<file path="config.mk">
export PLATFORM = sky130hd
export DESIGN_NAME = uart_axil_arbiter
export DESIGN_NICKNAME = d
export VERILOG_FILES = /design/src/rtl/uart_axil_arbiter.sv
export SDC_FILE = /design/constraint.sdc
export NUM_CORES = 1
export LEC_CHECK = 0
export CORE_AREA = 2 2 127 129
export DETAILED_ROUTE_END_ITERATION = 6
export DIE_AREA = 0 0 129 131
export SETUP_SLACK_MARGIN = 0.05
export SLEW_MARGIN = 40
export SYNTH_ARGS = -nofsm -noshare
export SYNTH_HDL_FRONTEND = slang
export SYNTH_SLANG_ARGS = --single-unit
</file>
<file path="constraint.sdc">
create_clock -name chipset_clk -period 1.8 [get_ports chipset_clk]
set_input_delay 0.18 -clock chipset_clk [delete_from_list [all_inputs] [get_ports chipset_clk]]
set_output_delay 0.18 -clock chipset_clk [all_outputs]
set_load 0.1 [all_outputs]
</file>
<file path="src/rtl/uart_axil_arbiter.sv">
`default_nettype none
// ============================================================================
// Module   : uart_axil_arbiter
// Purpose  : Two-requester AXI-Lite arbiter in front of one UART register
//            port. Only one transaction is outstanding downstream at a time.
//            Between requesters the grant is round-robin. Within one
//            requester, a write is chosen over a simultaneous read.
// Ports    : chipset_clk / chipset_rst_n  - clock, async active-low reset
//            s0_axi_* , s1_axi_*          - AXI-Lite subordinate ports (requesters)
//            uart_axi_*                   - AXI-Lite manager port to the UART
// Revision : 1.0 - initial release
// ============================================================================
module uart_axil_arbiter #(
    parameter int ADDR_W = 13,
    parameter int DATA_W = 32
) (
    input  logic                  chipset_clk,
    input  logic                  chipset_rst_n,

    // requester 0
    input  logic [ADDR_W-1:0]     s0_axi_awaddr,
    input  logic                  s0_axi_awvalid,
    output logic                  s0_axi_awready,
    input  logic [DATA_W-1:0]     s0_axi_wdata,
    input  logic [DATA_W/8-1:0]   s0_axi_wstrb,
    input  logic                  s0_axi_wvalid,
    output logic                  s0_axi_wready,
    output logic [1:0]            s0_axi_bresp,
    output logic                  s0_axi_bvalid,
    input  logic                  s0_axi_bready,
    input  logic [ADDR_W-1:0]     s0_axi_araddr,
    input  logic                  s0_axi_arvalid,
    output logic                  s0_axi_arready,
    output logic [DATA_W-1:0]     s0_axi_rdata,
    output logic [1:0]            s0_axi_rresp,
    output logic                  s0_axi_rvalid,
    input  logic                  s0_axi_rready,

    // requester 1
    input  logic [ADDR_W-1:0]     s1_axi_awaddr,
    input  logic                  s1_axi_awvalid,
    output logic                  s1_axi_awready,
    input  logic [DATA_W-1:0]     s1_axi_wdata,
    input  logic [DATA_W/8-1:0]   s1_axi_wstrb,
    input  logic                  s1_axi_wvalid,
    output logic                  s1_axi_wready,
    output logic [1:0]            s1_axi_bresp,
    output logic                  s1_axi_bvalid,
    input  logic                  s1_axi_bready,
    input  logic [ADDR_W-1:0]     s1_axi_araddr,
    input  logic                  s1_axi_arvalid,
    output logic                  s1_axi_arready,
    output logic [DATA_W-1:0]     s1_axi_rdata,
    output logic [1:0]            s1_axi_rresp,
    output logic                  s1_axi_rvalid,
    input  logic                  s1_axi_rready,

    // shared manager port to the UART
    output logic [ADDR_W-1:0]     uart_axi_awaddr,
    output logic                  uart_axi_awvalid,
    input  logic                  uart_axi_awready,
    output logic [DATA_W-1:0]     uart_axi_wdata,
    output logic [DATA_W/8-1:0]   uart_axi_wstrb,
    output logic                  uart_axi_wvalid,
    input  logic                  uart_axi_wready,
    input  logic [1:0]            uart_axi_bresp,
    input  logic                  uart_axi_bvalid,
    output logic                  uart_axi_bready,
    output logic [ADDR_W-1:0]     uart_axi_araddr,
    output logic                  uart_axi_arvalid,
    input  logic                  uart_axi_arready,
    input  logic [DATA_W-1:0]     uart_axi_rdata,
    input  logic [1:0]            uart_axi_rresp,
    input  logic                  uart_axi_rvalid,
    output logic                  uart_axi_rready
);

    localparam int c_STRB_W = DATA_W / 8;

    typedef enum logic [2:0] {
        IDLE = 3'd0,
        WR   = 3'd1,
        WB   = 3'd2,
        RD   = 3'd3,
        RR   = 3'd4
    } state_t;

    state_t r_state, w_state_d;
    logic   r_gnt,     w_gnt_d;      // index of the granted requester
    logic   r_prio,    w_prio_d;     // preferred requester on contention
    logic   r_aw_done, w_aw_done_d;
    logic   r_w_done,  w_w_done_d;

    // ------------------------------------------------------------------
    // Request decode and round-robin pick
    // ------------------------------------------------------------------
    logic w_wr0, w_wr1, w_req0, w_req1, w_pick, w_pick_wr;

    assign w_wr0  = s0_axi_awvalid & s0_axi_wvalid;
    assign w_wr1  = s1_axi_awvalid & s1_axi_wvalid;
    assign w_req0 = w_wr0 | s0_axi_arvalid;
    assign w_req1 = w_wr1 | s1_axi_arvalid;

    // prio only matters on contention; a lone requester always wins
    assign w_pick    = w_req1 & (~w_req0 | r_prio);
    assign w_pick_wr = w_pick ? w_wr1 : w_wr0;

    // ------------------------------------------------------------------
    // Granted-requester views
    // ------------------------------------------------------------------
    logic                w_sel0, w_sel1;
    logic                w_in_wr, w_in_wb, w_in_rd, w_in_rr;
    logic [ADDR_W-1:0]   w_g_awaddr, w_g_araddr;
    logic [DATA_W-1:0]   w_g_wdata;
    logic [c_STRB_W-1:0] w_g_wstrb;
    logic                w_g_awvalid, w_g_wvalid, w_g_arvalid;
    logic                w_g_bready, w_g_rready;

    assign w_sel0 = ~r_gnt;
    assign w_sel1 =  r_gnt;

    assign w_in_wr = (r_state == WR);
    assign w_in_wb = (r_state == WB);
    assign w_in_rd = (r_state == RD);
    assign w_in_rr = (r_state == RR);

    assign w_g_awaddr  = r_gnt ? s1_axi_awaddr  : s0_axi_awaddr;
    assign w_g_awvalid = r_gnt ? s1_axi_awvalid : s0_axi_awvalid;
    assign w_g_wdata   = r_gnt ? s1_axi_wdata   : s0_axi_wdata;
    assign w_g_wstrb   = r_gnt ? s1_axi_wstrb   : s0_axi_wstrb;
    assign w_g_wvalid  = r_gnt ? s1_axi_wvalid  : s0_axi_wvalid;
    assign w_g_bready  = r_gnt ? s1_axi_bready  : s0_axi_bready;
    assign w_g_araddr  = r_gnt ? s1_axi_araddr  : s0_axi_araddr;
    assign w_g_arvalid = r_gnt ? s1_axi_arvalid : s0_axi_arvalid;
    assign w_g_rready  = r_gnt ? s1_axi_rready  : s0_axi_rready;

    // ------------------------------------------------------------------
    // Downstream manager port. Payloads are zeroed outside their state so
    // that nothing stale is visible while idle or in reset.
    // ------------------------------------------------------------------
    assign uart_axi_awvalid = w_in_wr & ~r_aw_done & w_g_awvalid;
    assign uart_axi_awaddr  = w_in_wr ? w_g_awaddr : '0;
    assign uart_axi_wvalid  = w_in_wr & ~r_w_done & w_g_wvalid;
    assign uart_axi_wdata   = w_in_wr ? w_g_wdata : '0;
    assign uart_axi_wstrb   = w_in_wr ? w_g_wstrb : '0;
    assign uart_axi_bready  = w_in_wb & w_g_bready;
    assign uart_axi_arvalid = w_in_rd & w_g_arvalid;
    assign uart_axi_araddr  = w_in_rd ? w_g_araddr : '0;
    assign uart_axi_rready  = w_in_rr & w_g_rready;

    logic w_aw_hs, w_w_hs, w_b_hs, w_ar_hs, w_r_hs;

    assign w_aw_hs = uart_axi_awvalid & uart_axi_awready;
    assign w_w_hs  = uart_axi_wvalid  & uart_axi_wready;
    assign w_b_hs  = uart_axi_bready  & uart_axi_bvalid;
    assign w_ar_hs = uart_axi_arvalid & uart_axi_arready;
    assign w_r_hs  = uart_axi_rready  & uart_axi_rvalid;

    // ------------------------------------------------------------------
    // Upstream readies and responses: only the granted requester sees
    // anything; the other one is held off with all zeros.
    // ------------------------------------------------------------------
    assign s0_axi_awready = w_in_wr & ~r_aw_done & w_sel0 & uart_axi_awready;
    assign s1_axi_awready = w_in_wr & ~r_aw_done & w_sel1 & uart_axi_awready;
    assign s0_axi_wready  = w_in_wr & ~r_w_done  & w_sel0 & uart_axi_wready;
    assign s1_axi_wready  = w_in_wr & ~r_w_done  & w_sel1 & uart_axi_wready;
    assign s0_axi_arready = w_in_rd & w_sel0 & uart_axi_arready;
    assign s1_axi_arready = w_in_rd & w_sel1 & uart_axi_arready;

    assign s0_axi_bvalid  = w_in_wb & w_sel0 & uart_axi_bvalid;
    assign s1_axi_bvalid  = w_in_wb & w_sel1 & uart_axi_bvalid;
    assign s0_axi_bresp   = (w_in_wb & w_sel0) ? uart_axi_bresp : 2'b00;
    assign s1_axi_bresp   = (w_in_wb & w_sel1) ? uart_axi_bresp : 2'b00;

    assign s0_axi_rvalid  = w_in_rr & w_sel0 & uart_axi_rvalid;
    assign s1_axi_rvalid  = w_in_rr & w_sel1 & uart_axi_rvalid;
    assign s0_axi_rdata   = (w_in_rr & w_sel0) ? uart_axi_rdata : '0;
    assign s1_axi_rdata   = (w_in_rr & w_sel1) ? uart_axi_rdata : '0;
    assign s0_axi_rresp   = (w_in_rr & w_sel0) ? uart_axi_rresp : 2'b00;
    assign s1_axi_rresp   = (w_in_rr & w_sel1) ? uart_axi_rresp : 2'b00;

    // ------------------------------------------------------------------
    // FSM: next-state logic
    // ------------------------------------------------------------------
    always_comb begin
        w_state_d   = r_state;
        w_gnt_d     = r_gnt;
        w_prio_d    = r_prio;
        w_aw_done_d = 1'b0;
        w_w_done_d  = 1'b0;

        case (r_state)
            IDLE: begin
                // grant is only registered here; forwarding begins next cycle
                if (w_req0 | w_req1) begin
                    w_gnt_d   = w_pick;
                    w_state_d = w_pick_wr ? WR : RD;
                end
            end
            WR: begin
                // AW and W retire independently; leave once both are in,
                // including when both complete on the same edge
                if ((r_aw_done | w_aw_hs) & (r_w_done | w_w_hs)) begin
                    w_state_d = WB;
                end else begin
                    w_aw_done_d = r_aw_done | w_aw_hs;
                    w_w_done_d  = r_w_done  | w_w_hs;
                end
            end
            WB: begin
                if (w_b_hs) begin
                    w_state_d = IDLE;
                    w_prio_d  = ~r_gnt;
                end
            end
            RD: begin
                if (w_ar_hs) begin
                    w_state_d = RR;
                end
            end
            RR: begin
                if (w_r_hs) begin
                    w_state_d = IDLE;
                    w_prio_d  = ~r_gnt;
                end
            end
            default: begin
                w_state_d = IDLE;
            end
        endcase
    end

    // ------------------------------------------------------------------
    // FSM: state register
    // ------------------------------------------------------------------
    always_ff @(posedge chipset_clk or negedge chipset_rst_n) begin
        if (!chipset_rst_n) begin
            r_state   <= IDLE;
            r_gnt     <= 1'b0;
            r_prio    <= 1'b0;
            r_aw_done <= 1'b0;
            r_w_done  <= 1'b0;
        end else begin
            r_state   <= w_state_d;
            r_gnt     <= w_gnt_d;
            r_prio    <= w_prio_d;
            r_aw_done <= w_aw_done_d;
            r_w_done  <= w_w_done_d;
        end
    end

endmodule
`default_nettype wire

</file>
==> metrics.txt, run 1 <==
# TYPE chip_impl_metric gauge
chip_impl_metric{name="max-vdd-ir-drop",unit="V"} 0.000836
chip_impl_metric{name="synth.avg_cell_area",unit="um^2"} 7.08
chip_impl_metric{name="finalWorstPathRequiredPeriod",unit="ns"} 1.95
chip_impl_metric{name="report.final.setup_viol",unit=""} 132
chip_impl_metric{name="synth-edff-count",unit=""} 0
chip_impl_metric{name="worst_pin_slew",unit="ns"} 0.396
chip_impl_info{name="startpoint_types",value="flop"} 1
chip_impl_metric{name="cts_buffers",unit=""} 3
chip_impl_metric{name="count_of_final_max_slew_check_failures",unit=""} 0
chip_impl_metric{name="grt_start_max_net_pins",unit=""} 36
chip_impl_metric{name="cell_area_after_placement",unit="um^2"} 7940
chip_impl_metric{name="crit_required",unit="ns"} 1.62
chip_impl_metric{name="comb_power_share",unit=""} 0.948
chip_impl_metric{name="io_pins",unit=""} 326
chip_impl_metric{name="grt.total_usage",unit=""} 0.164
chip_impl_info{name="capture_point_of_the_critical_path",value="s0_axi_rvalid"} 1
chip_impl_metric{name="synth-warning-count",unit=""} 0
chip_impl_metric{name="power.leakage",unit="nW"} 3.54
chip_impl_metric{name="clock-sinks",unit=""} 7
chip_impl_metric{name="synth-seq-area-share",unit=""} 0.0856
chip_impl_metric{name="initial_utilization",unit=""} 0.131
chip_impl_metric{name="netlist_area",unit="um^2"} 2050
chip_impl_metric{name="maxCapViolCount",unit=""} 0
chip_impl_metric{name="overflow",unit=""} 0
chip_impl_metric{name="ant_nets",unit=""} 0
chip_impl_info{name="startpoint",value="r_state[1]"} 1
chip_impl_metric{name="number_of_antenna_violations_at_the_first_check_in_global_routing",unit=""} 0
chip_impl_metric{name="share_clk_of_total_power",unit=""} 0.030
chip_impl_metric{name="ys_types",unit=""} 41
chip_impl_metric{name="wl_per_cell",unit="um"} 17.7
chip_impl_metric{name="core.rowCount",unit=""} 46
chip_impl_metric{name="crit_path_max_fanout",unit=""} 25
chip_impl_metric{name="p_int",unit="mW"} 5.84
chip_impl_metric{name="antenna-diode-count",unit=""} 0
chip_impl_info{name="status",value="complete, but fails checks"} 1
chip_impl_metric{name="layout_setup_ws",unit="ns"} -0.147
chip_impl_metric{name="power.share.sequential",unit=""} 0.022
chip_impl_info{name="end_kind",value="primary output"} 1
chip_impl_metric{name="syn-instance-count",unit=""} 289
chip_impl_metric{name="place.detailed.instances",unit=""} 832
chip_impl_info{name="worstReg2RegStart",value="r_gnt"} 1
chip_impl_metric{name="clock_skew",unit="ns"} 0.00467
chip_impl_metric{name="hpwlAfterDp",unit="um"} 11700
chip_impl_metric{name="clk_pin_slew_worst_paths",unit="ns"} 0.04
chip_impl_info{name="min-delay-path-class",value="input port to asynchronous set/reset pin"} 1
chip_impl_metric{name="detail_route.wirelength",unit="um"} 15500
chip_impl_metric{name="cellPowerDensity",unit="nW/um^2"} 1480
chip_impl_metric{name="count_of_placed_standard_cells_in_the_final_layout_fillers_left_out",unit=""} 873
chip_impl_metric{name="place.gp.congestion",unit=""} 0.778
chip_impl_metric{name="dpl_worst_slack",unit="ns"} -0.0683
chip_impl_metric{name="floorplan.core_area",unit="um^2"} 15600
chip_impl_metric{name="syn_nets",unit=""} 466
chip_impl_metric{name="cts_hold_repair.buffers",unit=""} 0
chip_impl_metric{name="drt_drc_violations_left",unit=""} 0
chip_impl_metric{name="worst_ep_arrival_time",unit="ns"} 1.77
chip_impl_info{name="ys_dominant_reg_cell",value="sky130_fd_sc_hd__dfrtp_1"} 1
chip_impl_metric{name="final_nets",unit=""} 835
chip_impl_metric{name="sw_frac_of_total",unit=""} 0.560
chip_impl_metric{name="maxSlewHeadroom",unit=""} 0.735
chip_impl_metric{name="cts_buffer_depth",unit=""} 2
chip_impl_metric{name="rrSetupSlack",unit="ns"} -0.09
chip_impl_metric{name="filler_cell_count",unit=""} 1244
chip_impl_metric{name="port_buffers",unit=""} 325
chip_impl_metric{name="die-width",unit="um"} 129
chip_impl_metric{name="drt_pass1_iterations",unit=""} 6
chip_impl_metric{name="worst_hold_slack",unit="ns"} 0.234
chip_impl_metric{name="postSynth.asyncResetShare",unit=""} 1.00
chip_impl_metric{name="reg2reg_depth",unit=""} 6
chip_impl_info{name="failing_checks",value="setup timing"} 1
chip_impl_metric{name="clock_tree.htree_level_count",unit=""} 1
chip_impl_info{name="critPathKind",value="flop to primary output"} 1
chip_impl_metric{name="worstSkewPairLatency",unit="ns"} 0.24
chip_impl_metric{name="achievable-frequency",unit="MHz"} 514
chip_impl_metric{name="totalNegativeSetupSlack",unit="ns"} -12.90
chip_impl_metric{name="drt_iter0_drcs",unit=""} 57
chip_impl_metric{name="grt_first_pass_wirelength",unit="um"} 21400
chip_impl_metric{name="hold_viol",unit=""} 0
chip_impl_info{name="cts_tree",value="built"} 1
chip_impl_metric{name="grt_pass1_vias",unit=""} 3750
chip_impl_info{name="cts_root_buf",value="sky130_fd_sc_hd__clkbuf_16"} 1
chip_impl_metric{name="area_delta_synth_final",unit="%"} 340
chip_impl_metric{name="dieArea",unit="um^2"} 16900
chip_impl_metric{name="synth_seq_cells",unit=""} 7
chip_impl_metric{name="layout.cell_area.non_filler",unit="um^2"} 8990
chip_impl_metric{name="final_min_period_over_clock_period",unit=""} 1.08
chip_impl_metric{name="fp.dieH",unit="um"} 131
chip_impl_info{name="unrepaired_setup_endpoints_after_global_routing",value="true"} 1
chip_impl_metric{name="via_count",unit=""} 3572
chip_impl_metric{name="drive_gt1_frac",unit=""} 0.642
chip_impl_metric{name="vias_per_cell",unit=""} 4.09
chip_impl_metric{name="p_sw",unit="mW"} 7.45
chip_impl_info{name="r2r-end",value="r_state[1]"} 1
[registers in the layout, indices dropped and copies added, names as in the netlist]
register	cells
r_state	3
r_aw_done	1
r_gnt	1
r_prio	1
r_w_done	1
[routing by layer]
| layer | global-route usage | part of all wire |
|---|---|---|
| met4 | 0.0390 | 0.017 |
| met1 | 0.180 | 0.35 |
| met2 | 0.318 | 0.57 |
| met3 | 0.0371 | 0.069 |
| met5 | 0 | 0 |
[power groups by stage]
stage | sequential [mW] | clock [mW] | combinational, mW
after global routing | 0.297 | 0.414 | 13.0
after CTS | 0.269 | 0.398 | 12.0
after detailed placement | 0.313 | 0 | 10.4
after floorplan | 0.287 | 0 | 6.84
final | 0.289 | 0.398 | 12.6
after global placement | 0.308 | 0 | 10.4
[cell type report]
cell class,count,area [um^2],share of cell area
tap,216,270,0.0301
sequential,7,179,0.0199
inverter,5,22.5,0.00250
clock buffer,4,78.8,0.00876
timing repair buffer,385,5620,0.625
multi-input combinational,256,2820,0.314
[layout by cell type, fill, tap and decap left out, types with 4 or more instances in the layout]
cell type / synthesis / routed
sky130_fd_sc_hd__clkbuf_16: 0 / 6
sky130_fd_sc_hd__nand2_1: 6 / 4
sky130_fd_sc_hd__and2_4: 0 / 62
sky130_fd_sc_hd__buf_6: 2 / 19
sky130_fd_sc_hd__buf_12: 0 / 162
sky130_fd_sc_hd__mux2_4: 1 / 4
sky130_fd_sc_hd__buf_16: 0 / 7
sky130_fd_sc_hd__and2_2: 0 / 8
sky130_fd_sc_hd__clkdlybuf4s50_1: 0 / 176
sky130_fd_sc_hd__dfrtp_1: 7 / 6
sky130_fd_sc_hd__and3_4: 0 / 6
sky130_fd_sc_hd__mux2i_4: 0 / 9
sky130_fd_sc_hd__mux2i_2: 0 / 28
sky130_fd_sc_hd__mux2i_1: 65 / 28
sky130_fd_sc_hd__buf_4: 0 / 18
sky130_fd_sc_hd__inv_1: 5 / 4
sky130_fd_sc_hd__nor2_4: 2 / 68
[metrics by stage]
step | utilization | power (mW)
floorplan | - | 7.13
global placement | 0.509 | 10.7
detailed placement | 0.509 | 10.8
CTS | 0.556 | 12.7
global route | 0.577 | 13.7
finish | 0.577 | 13.3
[kinds of logic after synthesis]
group,after synthesis,share of synthesized area
multiplexers,70,0.347
AO/OA/AOI/OAI,15,0.0575
flip-flops,7,0.0856
AND/OR/NAND/NOR,170,0.445
buffers and inverters,27,0.0648
[critical path, stage by stage (launching register included)]
cell and delay, ns:
sky130_fd_sc_hd__dfrtp_1 0.38, sky130_fd_sc_hd__or3b_4 0.45, sky130_fd_sc_hd__nor2_4 0.15, sky130_fd_sc_hd__buf_12 0.18
sky130_fd_sc_hd__and2_2 0.18, sky130_fd_sc_hd__buf_12 0.17
[worst min path at each step]
stage,cells after the start,startpoint,slack [ns],endpoint
after floorplan,0,chipset_rst_n,-0.12,r_aw_done
after global placement,1,chipset_rst_n,0.47,r_prio
after detailed placement,1,chipset_rst_n,0.49,r_prio
after CTS,1,chipset_rst_n,0.24,r_prio
after global routing,1,chipset_rst_n,0.25,r_state[0]
final,1,chipset_rst_n,0.23,r_state[0]
[Yosys cell counts, drive strengths merged, types with 2 or more instances]
cell type	n	share of area
a21oi	4	0.017
and2	70	0.21
and3	6	0.018
buf	14	0.037
clkbuf	8	0.018
dfrtp	7	0.086
inv	5	0.0092
mux2	5	0.029
mux2i	65	0.32
nand2	6	0.011
nor2	71	0.14
nor2b	2	0.0073
nor3	2	0.0049
nor3b	2	0.0098
nor4	3	0.0092
nor4b	2	0.0086
o21ai	4	0.0098
[repair_timing]
item / 4_1_cts / 5_1_grt
buffers inserted: 18 / 15
pin swaps: 51 / 64
cloned: 10 / 3
endpoints found under the setup margin: 142 / 153
gates resized for setup: 67 / 63
(Power assumes the default switching activity.)
==> inputs of run 2 (changes only) <==
- CORE_AREA: 2 2 127 129 -> 2 2 125 127
- DIE_AREA: 0 0 129 131 -> 0 0 127 129
- DONT_BUFFER_PORTS: unset -> 1
==> run 2 against run 1 <==
Compared with the run above: combinational power decreased by 4%; first-iteration DRC count grew 30%; setup slack got worse by 0.044 ns; worst hold slack got worse by 0.17 ns; the flow still finishes with violations (setup timing); via count is 21% lower; routed wire length decreased by 11%; sequential share of layout area rose by 0.86 points; critical path depth did not move; sequential cell count is the same; clock skew is 0.0026 ns lower; register-to-register slack is essentially flat.
==> metrics.txt, run 2 (synthesis gave the netlist of run 1 again) <==
# TYPE chip_impl_metric gauge
chip_impl_metric{name="cp_slowest_stage_delay",unit="ns"} 0.44
chip_impl_info{name="cts_tree",value="built"} 1
chip_impl_metric{name="largest_register_ffs",unit=""} 3
chip_impl_metric{name="io_pins",unit=""} 326
chip_impl_info{name="hold_path.startpoint",value="uart_axi_wready"} 1
chip_impl_metric{name="place.gp.congestion",unit=""} 0.763
chip_impl_metric{name="antenna-diode-count",unit=""} 0
chip_impl_metric{name="count_of_final_max_slew_check_failures",unit=""} 0
chip_impl_metric{name="worst_hold_slack",unit="ns"} 0.0651
chip_impl_metric{name="detail_route.wirelength",unit="um"} 13800
chip_impl_metric{name="layout.core_utilization",unit=""} 0.419
chip_impl_metric{name="sw_frac_of_total",unit=""} 0.572
chip_impl_info{name="most-common-layout-cells",value="sky130_fd_sc_hd__buf_12 (105), sky130_fd_sc_hd__and2_4 (68), sky130_fd_sc_hd__nor2_4 (67), sky130_fd_sc_hd__mux2i_2 (31), sky130_fd_sc_hd__mux2i_1 (24)"} 1
chip_impl_info{name="end_kind",value="primary output"} 1
chip_impl_metric{name="worstHoldPathCells",unit=""} 1
chip_impl_info{name="cts_root_buf",value="sky130_fd_sc_hd__clkbuf_16"} 1
chip_impl_metric{name="reg2reg_depth",unit=""} 6
chip_impl_metric{name="rrSetupSlack",unit="ns"} -0.08
chip_impl_metric{name="port_buffers",unit=""} 0
chip_impl_info{name="min-delay-path-class",value="input port to flop"} 1
chip_impl_info{name="unrepaired_setup_endpoints_after_global_routing",value="true"} 1
chip_impl_metric{name="drt_drc_violations_left",unit=""} 0
chip_impl_metric{name="clk_pin_slew_worst_paths",unit="ns"} 0.04
chip_impl_metric{name="drt_iter0_drcs",unit=""} 74
chip_impl_metric{name="maxCapViolCount",unit=""} 0
chip_impl_metric{name="floorplan.core_area",unit="um^2"} 15000
chip_impl_metric{name="grt_pass1_vias",unit=""} 3014
chip_impl_metric{name="cellPowerDensity",unit="nW/um^2"} 2040
chip_impl_metric{name="cts_buffer_depth",unit=""} 2
chip_impl_metric{name="hold_viol",unit=""} 0
chip_impl_metric{name="area_delta_synth_final",unit="%"} 207
chip_impl_metric{name="worst_ep_arrival_time",unit="ns"} 1.81
chip_impl_metric{name="totalNegativeSetupSlack",unit="ns"} -13.06
chip_impl_metric{name="clock-sinks",unit=""} 7
chip_impl_metric{name="finalWorstPathRequiredPeriod",unit="ns"} 1.99
chip_impl_info{name="critical-path-slowest-cell",value="sky130_fd_sc_hd__or3b_4"} 1
chip_impl_metric{name="dpl_worst_slack",unit="ns"} -0.000609
chip_impl_metric{name="p_int",unit="mW"} 5.49
chip_impl_info{name="startpoint_types",value="flop"} 1
chip_impl_metric{name="grt_first_pass_wirelength",unit="um"} 18300
chip_impl_metric{name="maxSlewHeadroom",unit=""} 0.735
chip_impl_info{name="cp_cell_sequence",value="or3b_4 > nor2_4 > buf_12 > clkbuf_16 > and2_4"} 1
chip_impl_metric{name="overflow",unit=""} 0
chip_impl_info{name="critPathKind",value="flop to primary output"} 1
chip_impl_metric{name="layout_setup_ws",unit="ns"} -0.190
chip_impl_info{name="worstReg2RegStart",value="r_gnt"} 1
chip_impl_metric{name="share_clk_of_total_power",unit=""} 0.030
chip_impl_metric{name="comb_power_share",unit=""} 0.945
chip_impl_info{name="r2r-end",value="r_state[1]"} 1
chip_impl_metric{name="vias_per_cell",unit=""} 4.59
chip_impl_metric{name="initial_utilization",unit=""} 0.137
chip_impl_metric{name="number_of_antenna_violations_at_the_first_check_in_global_routing",unit=""} 0
chip_impl_info{name="status",value="complete, but fails checks"} 1
chip_impl_metric{name="clock_tree.htree_level_count",unit=""} 1
chip_impl_metric{name="filler_cell_count",unit=""} 1352
chip_impl_metric{name="cts_buffers",unit=""} 3
chip_impl_metric{name="dieArea",unit="um^2"} 16400
chip_impl_info{name="failing_checks",value="setup timing"} 1
chip_impl_metric{name="drive_gt1_frac",unit=""} 0.868
chip_impl_metric{name="crit_required",unit="ns"} 1.62
chip_impl_metric{name="grt.total_usage",unit=""} 0.146
chip_impl_metric{name="power.share.sequential",unit=""} 0.025
chip_impl_metric{name="wl_per_cell",unit="um"} 22.4
chip_impl_info{name="hold_end",value="r_aw_done"} 1
chip_impl_metric{name="power.leakage",unit="nW"} 2.46
chip_impl_metric{name="crit_path_max_fanout",unit=""} 8
chip_impl_metric{name="report.final.setup_viol",unit=""} 118
chip_impl_metric{name="clock_skew",unit="ns"} 0.00202
chip_impl_metric{name="worst_pin_slew",unit="ns"} 0.397
chip_impl_info{name="largest_register",value="r_state"} 1
chip_impl_metric{name="max-vdd-ir-drop",unit="V"} 0.000989
chip_impl_metric{name="ant_nets",unit=""} 0
chip_impl_metric{name="die-width",unit="um"} 127
chip_impl_metric{name="p_sw",unit="mW"} 7.33
chip_impl_metric{name="grt_start_max_net_pins",unit=""} 35
chip_impl_metric{name="drt_pass1_iterations",unit=""} 4
chip_impl_metric{name="total_power",unit="mW"} 12.8
chip_impl_metric{name="final_nets",unit=""} 609
chip_impl_metric{name="hpwlAfterDp",unit="um"} 9990
chip_impl_metric{name="fp.dieH",unit="um"} 129
chip_impl_metric{name="via_count",unit=""} 2839
chip_impl_info{name="layout_commonest_cell",value="sky130_fd_sc_hd__buf_12"} 1
chip_impl_metric{name="worstSkewPairLatency",unit="ns"} 0.23
chip_impl_metric{name="final_min_period_over_clock_period",unit=""} 1.11
chip_impl_metric{name="achievable-frequency",unit="MHz"} 502
chip_impl_metric{name="core.rowCount",unit=""} 45
[run 2: stage by stage]
stage	std cells	cell area, um^2
2_1_floorplan	289	2800
3_3_place_gp	574	5030
3_5_place_dp	574	5030
4_1_cts	612	6010
5_1_grt	619	6280
6_report	619	6280
[run 2: final cells by class]
| cell class | instances | area (um^2) | share of cell area |
|---|---|---|---|
| well taps | 188 | 235 | 0.0375 |
| flip-flops and latches | 7 | 179 | 0.0285 |
| inverters | 5 | 18.8 | 0.00299 |
| clock buffers | 4 | 78.8 | 0.0126 |
| repair buffers | 158 | 2890 | 0.460 |
| multi-input cells | 257 | 2880 | 0.459 |
[run 2: power groups by stage]
stage	logic, mW	registers, mW	clock network (mW)
2_1_floorplan	6.84	0.287	0
3_3_place_gp	9.83	0.297	0
3_5_place_dp	9.96	0.308	0
4_1_cts	12.0	0.301	0.388
5_1_grt	12.5	0.330	0.405
6_report	12.1	0.319	0.384
[run 2: worst max path at each step]
stage	from	end	slack (ns)	depth (start not counted)
final	r_state[0]	s0_axi_rdata[30]	-0.19	5
after global routing	r_state[0]	s1_axi_rdata[18]	-0.23	5
after CTS	r_state[1]	s1_axi_rvalid	-0.16	6
after detailed placement	r_state[1]	r_state[0]	-0.0006	6
after global placement	r_state[1]	s0_axi_rresp[1]	0.04	5
after floorplan	r_gnt	s0_axi_wready	-0.38	4
[run 2: repair_timing]
action	in CTS	in global routing
endpoints found under the setup margin	146	153
gates resized for setup	87	45
cloned	13	9
setup buffers	20	5
pin swaps	73	55
hold buffers	1	0
endpoints found under the hold margin	7	0
[run 2: critical path, delay by kind of cell, from the launching register on]
| kind | cells | cell delay (ns) |
|---|---|---|
| AND/OR/NAND/NOR | 3 | 0.88 |
| buffers and inverters | 2 | 0.31 |
| flip-flops | 1 | 0.37 |
[run 2: metal layers]
| metal | GRT usage | wire, um |
|---|---|---|
| met1 | 0.168 | 4770 |
| met3 | 0.0170 | 874 |
| met5 | 0 | 0 |
| met2 | 0.293 | 7900 |
| met4 | 0.0194 | 307 |
==> inputs of run 3 (changes only) <==
- CORE_AREA: 2 2 125 127 -> 3 3 126 128
- CTS_BUF_LIST: unset -> sky130_fd_sc_hd__clkbuf_4
- DIE_AREA: 0 0 127 129 -> 0 0 129 131
==> run 3 against run 2 <==
Compared with the run above: fmax shrank 2.4%; clock skew hardly changed; non-clock buffer count grew 3; register-to-register slack worse by 0.06 ns; critical path type unchanged; combinational power about the same; clock-buffer cell count unchanged; cell area shrank 2.0%; first-iteration DRC count fell by 39%; critical path depth stayed put; final cell count increased by 0.16%; the run still ends with setup timing left; via count down 3.0%; sequential share of layout area increased by 0.078 points.
==> metrics.txt, run 3 (synthesis gave the netlist of run 1 again) <==
# TYPE chip_impl_metric gauge
chip_impl_info{name="status",value="complete, but fails checks"} 1
chip_impl_info{name="failing_checks",value="setup timing"} 1
chip_impl_metric{name="critical_path.n_buffers_inverters",unit=""} 2
chip_impl_metric{name="final_nets",unit=""} 610
chip_impl_info{name="hold_path.startpoint",value="uart_axi_wready"} 1
chip_impl_metric{name="worstSkewPairLatency",unit="ns"} 0.26
chip_impl_info{name="startpoint",value="r_state[1]"} 1
chip_impl_metric{name="crit_required",unit="ns"} 1.62
chip_impl_info{name="worstReg2RegStart",value="r_gnt"} 1
chip_impl_metric{name="grt_first_pass_wirelength",unit="um"} 16200
chip_impl_metric{name="cts_buffers",unit=""} 3
chip_impl_info{name="critical_path.top_delay_family",value="simple AND/OR/NAND/NOR gates"} 1
chip_impl_metric{name="hpwlAfterDp",unit="um"} 8940
chip_impl_metric{name="finalWorstPathRequiredPeriod",unit="ns"} 2.04
chip_impl_metric{name="drt_pass1_iterations",unit=""} 4
chip_impl_metric{name="hold_viol",unit=""} 0
chip_impl_metric{name="vias_per_cell",unit=""} 4.44
chip_impl_metric{name="fp.dieH",unit="um"} 131
chip_impl_metric{name="maxSlewHeadroom",unit=""} 0.753
chip_impl_metric{name="grt_start_max_net_pins",unit=""} 36
chip_impl_metric{name="crit_path_max_fanout",unit=""} 17
chip_impl_metric{name="maxCapViolCount",unit=""} 0
chip_impl_metric{name="grt_pass1_vias",unit=""} 2922
chip_impl_metric{name="place.gp.congestion",unit=""} 0.822
chip_impl_metric{name="drt_iter0_drcs",unit=""} 45
chip_impl_metric{name="initial_utilization",unit=""} 0.137
chip_impl_info{name="cts_root_buf",value="sky130_fd_sc_hd__clkbuf_4"} 1
chip_impl_info{name="startpoint_types",value="flop"} 1
chip_impl_info{name="layout_commonest_cell",value="sky130_fd_sc_hd__buf_12"} 1
chip_impl_info{name="unrepaired_setup_endpoints_after_global_routing",value="true"} 1
chip_impl_info{name="critical-path-slowest-cell",value="sky130_fd_sc_hd__or3b_4"} 1
chip_impl_metric{name="count_of_final_max_slew_check_failures",unit=""} 0
chip_impl_metric{name="filler_cell_count",unit=""} 1379
chip_impl_metric{name="cp_slowest_stage_delay",unit="ns"} 0.41
chip_impl_metric{name="cts_buffer_depth",unit=""} 2
chip_impl_metric{name="via_count",unit=""} 2755
chip_impl_metric{name="count_of_placed_standard_cells_in_the_final_layout_fillers_left_out",unit=""} 620
chip_impl_info{name="most-common-layout-cells",value="sky130_fd_sc_hd__buf_12 (101), sky130_fd_sc_hd__and2_4 (69), sky130_fd_sc_hd__nor2_4 (64), sky130_fd_sc_hd__mux2i_1 (38), sky130_fd_sc_hd__buf_4 (24)"} 1
chip_impl_metric{name="drt_drc_violations_left",unit=""} 0
chip_impl_info{name="cp_cell_sequence",value="or3b_4 > nor2_4 > buf_4 > buf_12 > and2_4"} 1
chip_impl_metric{name="achievable-frequency",unit="MHz"} 490
chip_impl_metric{name="layout.cell_area.non_filler",unit="um^2"} 6150
chip_impl_metric{name="die-width",unit="um"} 129
chip_impl_metric{name="overflow",unit=""} 0
chip_impl_metric{name="floorplan.core_area",unit="um^2"} 15000
chip_impl_metric{name="cell_area_after_placement",unit="um^2"} 5020
chip_impl_metric{name="power.leakage",unit="nW"} 2.51
chip_impl_metric{name="wl_per_cell",unit="um"} 20.0
chip_impl_metric{name="drive_gt1_frac",unit=""} 0.836
chip_impl_metric{name="port_buffers",unit=""} 0
chip_impl_metric{name="layout_setup_ws",unit="ns"} -0.240
chip_impl_metric{name="number_of_antenna_violations_at_the_first_check_in_global_routing",unit=""} 0
chip_impl_metric{name="max-vdd-ir-drop",unit="V"} 0.00125
chip_impl_metric{name="clock_tree.htree_level_count",unit=""} 1
chip_impl_info{name="end_kind",value="primary output"} 1
chip_impl_info{name="critPathKind",value="flop to primary output"} 1
chip_impl_metric{name="area_delta_synth_final",unit="%"} 201
chip_impl_metric{name="report.final.setup_viol",unit=""} 141
chip_impl_metric{name="dieArea",unit="um^2"} 16900
chip_impl_metric{name="largest_register_ffs",unit=""} 3
chip_impl_metric{name="place.detailed.instances",unit=""} 571
chip_impl_metric{name="antenna-diode-count",unit=""} 0
chip_impl_metric{name="core.rowCount",unit=""} 45
chip_impl_metric{name="io_pins",unit=""} 326
chip_impl_metric{name="final_min_period_over_clock_period",unit=""} 1.13
chip_impl_info{name="cts_tree",value="built"} 1
chip_impl_info{name="min-delay-path-class",value="input port to flop"} 1
chip_impl_info{name="largest_register",value="r_state"} 1
chip_impl_metric{name="worst_ep_arrival_time",unit="ns"} 1.86
chip_impl_metric{name="worst_pin_slew",unit="ns"} 0.361
chip_impl_metric{name="grt.total_usage",unit=""} 0.121
chip_impl_metric{name="worst_hold_slack",unit="ns"} 0.0381
chip_impl_metric{name="ant_nets",unit=""} 0
chip_impl_metric{name="detail_route.wirelength",unit="um"} 12400
chip_impl_metric{name="clock_skew",unit="ns"} 0.00245
chip_impl_metric{name="cellPowerDensity",unit="nW/um^2"} 2020
chip_impl_metric{name="clk_pin_slew_worst_paths",unit="ns"} 0.06
chip_impl_metric{name="clock-sinks",unit=""} 7
-- run 3: what timing repair did --
item                       in CTS  in global routing
pin swaps                      61                 70
gates resized for setup        65                 32
setup buffers                  20                  6
hold endpoints to repair        7                  0
gates cloned                   13                  7
hold buffers                    1                  0
setup endpoints to repair     147                151
-- run 3: area by class of cell --
type	instances	area, um^2	share of cell area
multi-input cells	255	2750	0.447
clock buffers	4	30.0	0.00488
well taps	188	235	0.0382
flip-flops and latches	7	180	0.0293
inverters	5	18.8	0.00305
repair buffers	161	2940	0.478
-- run 3: per-layer routing --
metal  wire, um  global-route usage  part of all wire  up-vias
met4         58              0.0142            0.0047        0
met1       4140               0.127              0.33     1309
met2       7210               0.250              0.58      177
met3        985              0.0280             0.079        7
li1           -                   -                 -     1262
met5          0                   0                 0        -
-- run 3: report_power, final --
group          internal (mW)  switching (mW)  leakage, nW
registers              0.228          0.0625       0.0874
logic                   5.00            6.98         2.40
clock network          0.100          0.0647       0.0184
-- run 3: path summary, 6_finish.rpt --
kind,endpoint,slack [ns],cells past startpoint
worst min register to register,r_prio,0.54,1
worst max register to register,r_state[1],-0.14,7
worst max-delay path,s0_axi_rdata[9],-0.24,5
min in group asynchronous,r_state[2],0.26,1
max in group asynchronous,r_gnt,1.26,1
worst min-delay path,r_aw_done,0.04,1
-- run 3: stage by stage --
step	power [mW]	setup TNS [ns]	worst slack (ns)	util
after floorplan	7.13	-1.94	-0.377	-
after global placement	10.1	0	0.0199	0.335
after detailed placement	10.2	-0.0695	-0.0344	0.335
after CTS	12.2	-22.05	-0.246	0.391
after global routing	12.8	-31.83	-0.317	0.411
final	12.4	-22.59	-0.240	0.411
